--- src/rtl/run_detector_pkg.sv ---
// ---------------------------------------------------------------------------
// run_det_pkg
// Shared definitions for the serial run detector: the mode encodings seen on
// the mode input, the FSM state type, and a helper that decides whether the
// value of the current run is one the detector is looking for.
// ---------------------------------------------------------------------------
package run_det_pkg;

  // Selects which run values produce a detection
  localparam logic [1:0] MODE_ONES  = 2'b00;
  localparam logic [1:0] MODE_ZEROS = 2'b01;
  localparam logic [1:0] MODE_ANY   = 2'b10;
  localparam logic [1:0] MODE_OFF   = 2'b11;

  // IDLE: nothing sampled since reset, COUNT: run in progress without a hit,
  // HIT: the registered flag is asserted
  typedef enum logic [1:0] {
    IDLE  = 2'd0,
    COUNT = 2'd1,
    HIT   = 2'd2
  } state_t;

  // True when a run made of runValue counts as a detection under mode.
  // The disabled mode never qualifies, so a saturated run simply sits there.
  function automatic logic modeQualifies(input logic [1:0] mode,
                                         input logic       runValue);
    logic ok;
    ok = 1'b0;
    case (mode)
      MODE_ONES:  ok = runValue;
      MODE_ZEROS: ok = ~runValue;
      MODE_ANY:   ok = 1'b1;
      MODE_OFF:   ok = 1'b0;
      default:    ok = 1'b0;
    endcase
    return ok;
  endfunction

endpackage

--- src/rtl/run_detector_if.sv ---
// ---------------------------------------------------------------------------
// run_detector_if
// Bundles the sample-side controls and the detector results of run_detector.
//   en        sample enable, the data bit is only looked at when high
//   mode      which run value is detected (see run_det_pkg)
//   retrig    1 = overlapping detection, 0 = run restarts after each hit
//   w         serial data bit
//   z         registered detect flag
//   match_cnt saturating number of detection events
//   run_len   current run length, saturating at RUN_LEN
//   last_val  value of the current run
// master: the stream source; slave: the detector.
// ---------------------------------------------------------------------------
interface run_detector_if #(
  parameter int RUN_LEN = 4,
  parameter int CNT_W   = 8
);
  localparam int RUN_W = $clog2(RUN_LEN + 1);

  logic             en;
  logic [1:0]       mode;
  logic             retrig;
  logic             w;
  logic             z;
  logic [CNT_W-1:0] match_cnt;
  logic [RUN_W-1:0] run_len;
  logic             last_val;

  modport master (
    output en, mode, retrig, w,
    input  z, match_cnt, run_len, last_val
  );

  modport slave (
    input  en, mode, retrig, w,
    output z, match_cnt, run_len, last_val
  );

endinterface

--- src/rtl/run_detector_sat_counter.sv ---
// ---------------------------------------------------------------------------
// sat_counter
// Up-counter that sticks at all-ones instead of wrapping.
//   clk_i  clock, rising edge
//   clr_i  synchronous clear, wins over everything else
//   en_i   counting enable
//   inc_i  request one increment (only honoured while en_i is high)
//   cnt_o  current count
// ---------------------------------------------------------------------------
module sat_counter #(
  parameter int WIDTH = 8
) (
  input  logic             clk_i,
  input  logic             clr_i,
  input  logic             en_i,
  input  logic             inc_i,
  output logic [WIDTH-1:0] cnt_o
);

  logic [WIDTH-1:0] cnt_q;
  logic [WIDTH-1:0] cnt_d;

  // Next count: step by one unless every bit is already set, in which case
  // the counter stays pinned at its maximum value.
  always_comb begin
    cnt_d = cnt_q;
    if (en_i && inc_i && !(&cnt_q)) begin
      cnt_d = cnt_q + WIDTH'(1);
    end
  end

  // Count register with synchronous clear.
  always_ff @(posedge clk_i) begin
    if (clr_i) begin
      cnt_q <= '0;
    end else begin
      cnt_q <= cnt_d;
    end
  end

  assign cnt_o = cnt_q;

endmodule

--- src/rtl/run_detector.sv ---
// ---------------------------------------------------------------------------
// run_detector
// Watches a single-bit serial stream and raises a registered flag once
// RUN_LEN equal, qualifying samples have been seen in a row.
//   Clk  clock, all state changes on the rising edge
//   Rst  synchronous active-high reset, wins over the sample enable
//   bus  run_detector_if slave: en/mode/retrig/w in, z/match_cnt/run_len/
//        last_val out
// All outputs come straight from registers; nothing on the input side
// reaches an output combinationally.
// ---------------------------------------------------------------------------
module run_detector
  import run_det_pkg::*;
#(
  parameter int RUN_LEN = 4,
  parameter int CNT_W   = 8
) (
  input  logic         Clk,
  input  logic         Rst,
  run_detector_if.slave bus
);

  localparam int RUN_W = $clog2(RUN_LEN + 1);
  localparam logic [RUN_W-1:0] RUN_MAX = RUN_W'(RUN_LEN);

  // The run counter and the 8-bit style status fields only make sense for
  // runs of at least two samples and at most 255.
  generate
    if (RUN_LEN < 2 || RUN_LEN > 255) begin : gBadRunLen
      $error("run_detector: RUN_LEN must be within 2..255");
    end
  endgenerate

  state_t           state_q;
  state_t           state_d;
  logic [RUN_W-1:0] runLen_q;
  logic [RUN_W-1:0] runLen_d;
  logic             lastVal_q;
  logic             lastVal_d;
  logic             z_q;
  logic             z_d;

  logic [RUN_W-1:0] runNext;
  logic             qualify;
  logic             hit;
  logic             newArrival;
  logic [CNT_W-1:0] matchCnt;

  // Next-state logic. With the enable low every register holds, including
  // the flag. On an enabled edge the run either extends (same value, capped
  // at RUN_LEN) or restarts at one (first sample after reset or a value
  // change). Qualification looks at the value the run will have after this
  // edge, so a value change can never produce a hit on the same edge.
  // In non-overlapping mode a hit empties the run counter while keeping the
  // run value, so the next RUN_LEN equal samples form a fresh detection.
  // A hit only counts as a new event when the run was not already saturated,
  // which keeps an overlapping run from being counted more than once.
  always_comb begin
    state_d    = state_q;
    runLen_d   = runLen_q;
    lastVal_d  = lastVal_q;
    z_d        = z_q;
    runNext    = runLen_q;
    qualify    = 1'b0;
    hit        = 1'b0;
    newArrival = 1'b0;

    if (bus.en) begin
      if (state_q == IDLE || bus.w != lastVal_q) begin
        lastVal_d = bus.w;
        runNext   = RUN_W'(1);
      end else if (runLen_q == RUN_MAX) begin
        runNext = RUN_MAX;
      end else begin
        runNext = runLen_q + RUN_W'(1);
      end

      qualify    = modeQualifies(bus.mode, lastVal_d);
      hit        = (runNext == RUN_MAX) && qualify;
      newArrival = hit && (runLen_q != RUN_MAX);

      runLen_d = (hit && !bus.retrig) ? '0 : runNext;
      z_d      = hit;

      case (state_q)
        IDLE:    state_d = hit ? HIT : COUNT;
        COUNT:   state_d = hit ? HIT : COUNT;
        HIT:     state_d = hit ? HIT : COUNT;
        default: state_d = IDLE;
      endcase
    end
  end

  // State and datapath registers. Reset discards any run in progress so the
  // next enabled sample starts from scratch.
  always_ff @(posedge Clk) begin
    if (Rst) begin
      state_q   <= IDLE;
      runLen_q  <= '0;
      lastVal_q <= 1'b0;
      z_q       <= 1'b0;
    end else begin
      state_q   <= state_d;
      runLen_q  <= runLen_d;
      lastVal_q <= lastVal_d;
      z_q       <= z_d;
    end
  end

  sat_counter #(
    .WIDTH(CNT_W)
  ) uMatchCnt (
    .clk_i(Clk),
    .clr_i(Rst),
    .en_i (bus.en),
    .inc_i(newArrival),
    .cnt_o(matchCnt)
  );

  assign bus.z         = z_q;
  assign bus.match_cnt = matchCnt;
  assign bus.run_len   = runLen_q;
  assign bus.last_val  = lastVal_q;

endmodule

--- src/flat_wrapper.sv ---
// flat-port wrapper written by rule: the top's interface ports become plain ports
module run_detector_flat import run_det_pkg::*;
#(
  parameter int RUN_LEN = 4,
  parameter int CNT_W   = 8
)
  (Clk, Rst, bus_en, bus_mode, bus_retrig, bus_w, bus_z, bus_match_cnt, bus_run_len, bus_last_val);
  run_detector_if #(.RUN_LEN(RUN_LEN), .CNT_W(CNT_W)) bus_i ();
  input  logic Clk;
  input  logic Rst;
  input wire logic [$bits(bus_i.en)-1:0] bus_en;
  input wire logic [$bits(bus_i.mode)-1:0] bus_mode;
  input wire logic [$bits(bus_i.retrig)-1:0] bus_retrig;
  input wire logic [$bits(bus_i.w)-1:0] bus_w;
  output wire logic [$bits(bus_i.z)-1:0] bus_z;
  output wire logic [$bits(bus_i.match_cnt)-1:0] bus_match_cnt;
  output wire logic [$bits(bus_i.run_len)-1:0] bus_run_len;
  output wire logic [$bits(bus_i.last_val)-1:0] bus_last_val;
  assign bus_i.en = bus_en;
  assign bus_i.mode = bus_mode;
  assign bus_i.retrig = bus_retrig;
  assign bus_i.w = bus_w;
  assign bus_z = bus_i.z;
  assign bus_match_cnt = bus_i.match_cnt;
  assign bus_run_len = bus_i.run_len;
  assign bus_last_val = bus_i.last_val;
  run_detector #(.RUN_LEN(RUN_LEN), .CNT_W(CNT_W)) u_core (.Clk(Clk), .Rst(Rst), .bus(bus_i));
endmodule
--- config.mk ---
export PLATFORM = sky130hd
export DESIGN_NAME = run_detector_flat
export DESIGN_NICKNAME = d
export VERILOG_FILES = /design/src/rtl/run_detector_pkg.sv /design/src/rtl/run_detector_if.sv /design/src/rtl/run_detector_sat_counter.sv /design/src/rtl/run_detector.sv /design/src/flat_wrapper.sv
export SDC_FILE = /design/constraint.sdc
export NUM_CORES = 1
export LEC_CHECK = 0
export ABC_AREA = 1
export BUFFER_PORTS_ARGS = -buffer_cell sky130_fd_sc_hd__buf_2
export CAP_MARGIN = 5
export CORE_MARGIN = 2
export CORE_UTILIZATION = 52
export DETAILED_ROUTE_END_ITERATION = 10
export PLACE_DENSITY = 0.77
export SKIP_CTS_REPAIR_TIMING = 1
export SLEW_MARGIN = 25
export SYNTH_ARGS = -nofsm -noshare
export SYNTH_HDL_FRONTEND = slang
export SYNTH_SLANG_ARGS = --single-unit
--- constraint.sdc ---
create_clock -name Clk -period 2 [get_ports Clk]
set_input_delay 0.4 -clock Clk [delete_from_list [all_inputs] [get_ports Clk]]
set_output_delay 0.4 -clock Clk [all_outputs]
set_load 0.02 [all_outputs]
[Word-level counts from Yosys, hierarchy flattened]
Cells that the tools add are included.
Cells by class
  muxes and demuxes: 11
  reduce and logical (&&, ||, !) cells: 12
  shift-type cells: 0
  equal/unequal tests: 9
  divide/modulo/power cells: 0
  $add $sub $neg: 2
  order comparisons: 0
  multipliers: 0
  bitwise operators: 1
Operators with widths (count)
  $mux W3: 4
  $add A8 B1 Y8 const B: 1
  $reduce_and A8 Y1: 1
  $eq A2 B2 Y1 const B: 3
  $eq A3 B3 Y1 const B: 2
  $logic_and A1 B1 Y1: 5
  $eq A2 B1 Y1 const B: 2
  $logic_not A2 Y1: 2
  $mux W1: 4
  $mux W2: 2
  $pmux W1 S4: 1
  $add A3 B1 Y3 const B: 1
  $ne A3 B3 Y1 const B: 1
  $reduce_or A3 Y1: 1
  $logic_not A1 Y1: 2
  $logic_or A1 B1 Y1: 1
  $ne A1 B1 Y1: 1
  $not A1 Y1: 1
Word-level totals
  memories kept: 0
  latch bits: 0
  register bits: 15
  input port bits: 7
  output and inout port bits: 13
  bits in writable memories: 0
  word-level logic and storage cells: 40
  memory bits (read-only): 0

[Longest topological paths before layout]
  word-level depth: 12
  mapped depth: 10
  gate-level depth less buffers: 10

[By module]
Synthesis repeated with hierarchy kept, for this count alone.
Second synthesis, totals
  cell total of the unflattened synthesis: 125
  area total of the unflattened synthesis: 895.9 sq um
By module, submodules not included
  run_detector: sequential area each 140.1 sq um, times used 1, area each 455.4 sq um, cells each 61
  sat_counter: sequential area each 160.2 sq um, times used 1, area each 440.4 sq um, cells each 64

[Least setup slack after synthesis]
OpenSTA, ideal clock, no wires.
  path kind: flip-flop to flip-flop
  start: register u_core.runLen_q[0] (netlist: u_core.bus.run_len[0])
  end: register u_core.state_q[1]
  buffers on the path: 0
  setup slack: 0.375 ns
  data required time: 1.930 ns
  arrival time: 1.555 ns
  period minus slack after synthesis: 1.625 ns
  stages on the path, launching flop included: 10
  library setup time: 0.070 ns
  cell sequence: dfxtp_1 > inv_1 > ha_1 > inv_1 > nand3_1 > nor2_4 > nand2_1 > nor2_1 > nand2_1 > a21oi_1
On the way
  cells in the longest elaborated chain, start to end: 8
  elaborated cells between the ends (all ways): 9
  classes of those cells: 1 x add/sub; 2 x eq/ne; 5 x mux; 1 x reduce/logical
RTL lines
  from (decl): RTL line run_detector.sv:36  | logic [RUN_W-1:0] runLen_q;
  from (signal assigned): RTL line run_detector.sv:104  | runLen_q <= runLen_d;
  $add A3 B1 Y3 or $eq A3 B3 Y1 (tied branches): RTL line run_detector.sv:75, run_detector.sv:72
  $mux W3 *: RTL line run_detector.sv:72  | end else if (runLen_q == RUN_MAX) begin
  $mux W3 *: RTL line run_detector.sv:69  | if (state_q == IDLE || bus.w != lastVal_q) begin
  $mux W3 *: RTL line run_detector.sv:68  | if (bus.en) begin
  $eq A3 B3 Y1 *: RTL line run_detector.sv:79  | hit = (runNext == RUN_MAX) && qualify;
  $logic_and A1 B1 Y1 *: RTL line run_detector.sv:79
  $mux W2 *: RTL line run_detector.sv:86, run_detector.sv:87, run_detector.sv:88
  $mux W2 *
  to (signal assigned): RTL line run_detector.sv:103  | state_q <= state_d;
  to (decl): RTL line run_detector.sv:34  | state_t state_q;
Mark *: on every way between the ends. The rest lies on a longest branch, timed or not. The select of a mux whose other input is x is not followed.
A chain may end at the register's enable or synchronous reset.

[Worst setup path in the final report]
Ends and elaborated chain as after synthesis.

==> flow_summary.yaml <==
grt:
  antenna_violations_before_repair: 0
  largest_net_degree_at_the_start_of_global_routing: 14
  global_route.overflow_total: 0
  grt_pass1_wl_um: 3350
  grt_pass1_vias: 773
  grt_util_all_layers: 0.224
power:
  power_frac_comb: 0.096
  switching_share: 0.277
  power.share.sequential: 0.562
  total_switching_power_mw: 0.152
  vdd.ir_drop.worst_v: 0.000418
  clkPwrFrac: 0.342
  cellLeakagePower_nw: 0.478
  powerDensity_mw_per_mm2: 529
  p_int_mw: 0.395
critical_path:
  cp-start-kind: "register"
  worstPathMaxFanout: 9
  end_kind: "register"
  cp_data_arrival_time_ns: 1.90
  path_class: "reg2reg"
  required_time_of_the_critical_path_ns: 2.24
  r2r_setup_slack_ns: 0.33
flow_run:
  cap_viol_max_count: 0
sta:
  timing_worst_slew_pin_value_ns: 0.378
  rel_slew_slack: 0.748
  fmax_ghz: 0.600
  post-route-period-util: 0.834
  timing.final.crit_period_ns: 1.67
  worst_clock_skew_ns: 0.000848
  rsz0062_at_grt: "no"
  final-hold-violation-count: 0
  slew_viol_final: 0
  setup_tns_ns: 0
  finalSetupViolCount: 0
logic_synthesis:
  synthesis.area_per_instance_um2: 6.67
  warnings_synthesis: 0
  synthTopCellsByArea: "dfxtp_1 (34%), nand2_1 (16%), nor2_1 (8.0%)"
  yosys.cell_count.top_type: "nand2_1"
  synthesis.nets: 144
  most_instantiated_cells_after_synthesis: "nand2_1 (37), nor2_1 (19), inv_1 (18)"
  fraction_of_the_yosys_area_taken_by_sequential_cells: 0.336
  prevailing_post_synth_register_cell: "dfxtp_1"
  yosys.area.top_type: "dfxtp_1"
  post_synth_instance_area_um2: 893
  postSynthRegisterBits: 15
  synth_cells: 134
  ys_async_sr_fraction: 0
  yosysTopAreaCellShare: 0.336
  synthDistinctLibCells: 18
  synth_enable_flop_cells: 0
floorplan:
  floorplan.core_area_mm2: 0.00156
  die-area_mm2: 0.00207
  row_count: 14
  die_w_um: 45.5
  die-height_um: 45.5
  io-pin-count: 20
  starting_density: 0.573
placed_design:
  detailed_place_hpwl_um: 1490
  routabilityCongestion: 0.822
  count_of_input_and_output_buffers: 19
cells_and_area:
  n_antenna_cell: 0
  areaGrowthSynthToFinish_pct: 15.5
  finish.utilization: 0.662
  fillers: 156
  layout.nets: 167
  drive_gt1_frac: 0.205
clocking:
  cts_root_buf: "clkbuf_4"
  cts.sink_count: 15
  clockBufferDepth: 2
  clock_insertion_delay_worst_skew_ns: 0.29
  cts.reportedPaths.clkPinSlew_ns: 0.10
  cts_htree_levels: 1
  cts-buffers-inserted: 3
  tritoncts: "built"
route:
  drt_pre_antenna_iters: 4
  first_iter_violations: 22
  vias_per_cell: 5.40
  route.detailed.wl_per_inst_um: 11.4
  route.vias.total: 929
  remaining_antenna_violation_count_after_routing: 0
  remaining_drc_errors: 0
  finalWirelength_um: 1960
outcome:
  outcome: "completed"
worst_hold_path:
  min_path_type: "in2reg"
[per-layer routing]
| layer | track usage | vias to the layer above | share of wire |
|---|---|---|---|
| met5 | 0 | - | 0 |
| met4 | 0.106 | 0 | 0.018 |
| met3 | 0.0357 | 6 | 0.048 |
| met2 | 0.318 | 28 | 0.44 |
| met1 | 0.328 | 419 | 0.49 |
| li1 | - | 476 | - |
[worst paths after layout]
| kind | startpoint | endpoint | cells past startpoint |
|---|---|---|---|
| worst max-delay path | u_core.bus.run_len[0]$_SDFFE_PP0P_ | u_core.state_q[1]$_SDFFE_PP0P_ | 9 |
| worst min-delay path | bus_en | u_core.bus.last_val$_SDFFE_PP0P_ | 2 |
| worst max register to register | u_core.bus.run_len[0]$_SDFFE_PP0P_ | u_core.state_q[1]$_SDFFE_PP0P_ | 9 |
| worst min register to register | u_core.state_q[1]$_SDFFE_PP0P_ | u_core.state_q[1]$_SDFFE_PP0P_ | 2 |
[cell families after synthesis]
kind of cell	Yosys count	share of synthesized area
compound gates	18	0.111
simple gates	74	0.394
flops	15	0.336
xor+xnor	3	0.0294
buf+inv	21	0.0882
fa+ha+maj	3	0.0420
[power groups by stage]
stage               clock, mW  sequential, mW  combinational [mW]
floorplan                   0           0.318              0.0303
global placement            0           0.314              0.0509
detailed placement          0           0.314              0.0527
CTS                     0.187           0.307              0.0529
global route            0.197           0.308              0.0595
finish                  0.187           0.307              0.0524
[metrics by stage]
step	hold slack, ns	power, mW	worst slack, ns	cells	cell area (um2)
floorplan	0.457	0.348	0.375	134	893
global placement	0.471	0.365	0.390	168	1000
detailed placement	0.472	0.367	0.351	168	1000
CTS	0.361	0.547	0.330	172	1030
global route	0.360	0.564	0.121	172	1030
finish	0.367	0.547	0.332	172	1030
[state kept, by name (all words and copies together), names as in the netlist]
register	count
u_core.bus.z	1
u_core.bus.last_val	1
u_core.uMatchCnt.cnt_o	8
u_core.state_q	2
u_core.bus.run_len	3
[area by class of cell]
type	count	area (um2)	area share
clock buffer	3	22.5	0.0218
clock inverter	1	5.00	0.00485
inverter	20	75.1	0.0727
multi-input combinational	98	514	0.498
sequential	15	300	0.291
tap	16	20.0	0.0194
timing repair buffer	19	95.1	0.0921
[cell usage in the layout (no fill, tap or decap), drive strengths merged]
| cell | instances |
|---|---|
| a211o | 1 |
| a21oi | 13 |
| buf | 19 |
| clkbuf | 3 |
| clkinv | 1 |
| dfxtp | 15 |
| ha | 3 |
| inv | 20 |
| nand2 | 38 |
| nand3 | 9 |
| nand4 | 6 |
| nor2 | 20 |
| nor3 | 1 |
| o21ai | 4 |
| xor2 | 3 |
[worst max-delay path, cell delays in order, from the launching register on]
cell     delay [ns]
dfxtp_1        0.38
inv_1          0.07
ha_1           0.29
inv_1          0.07
nand3_1        0.11
nor2_4         0.24
nand2_1        0.12
nor2_1         0.14
nand2_1        0.06
a21oi_1        0.11
Note: power is estimated with default switching activity, not from simulation.
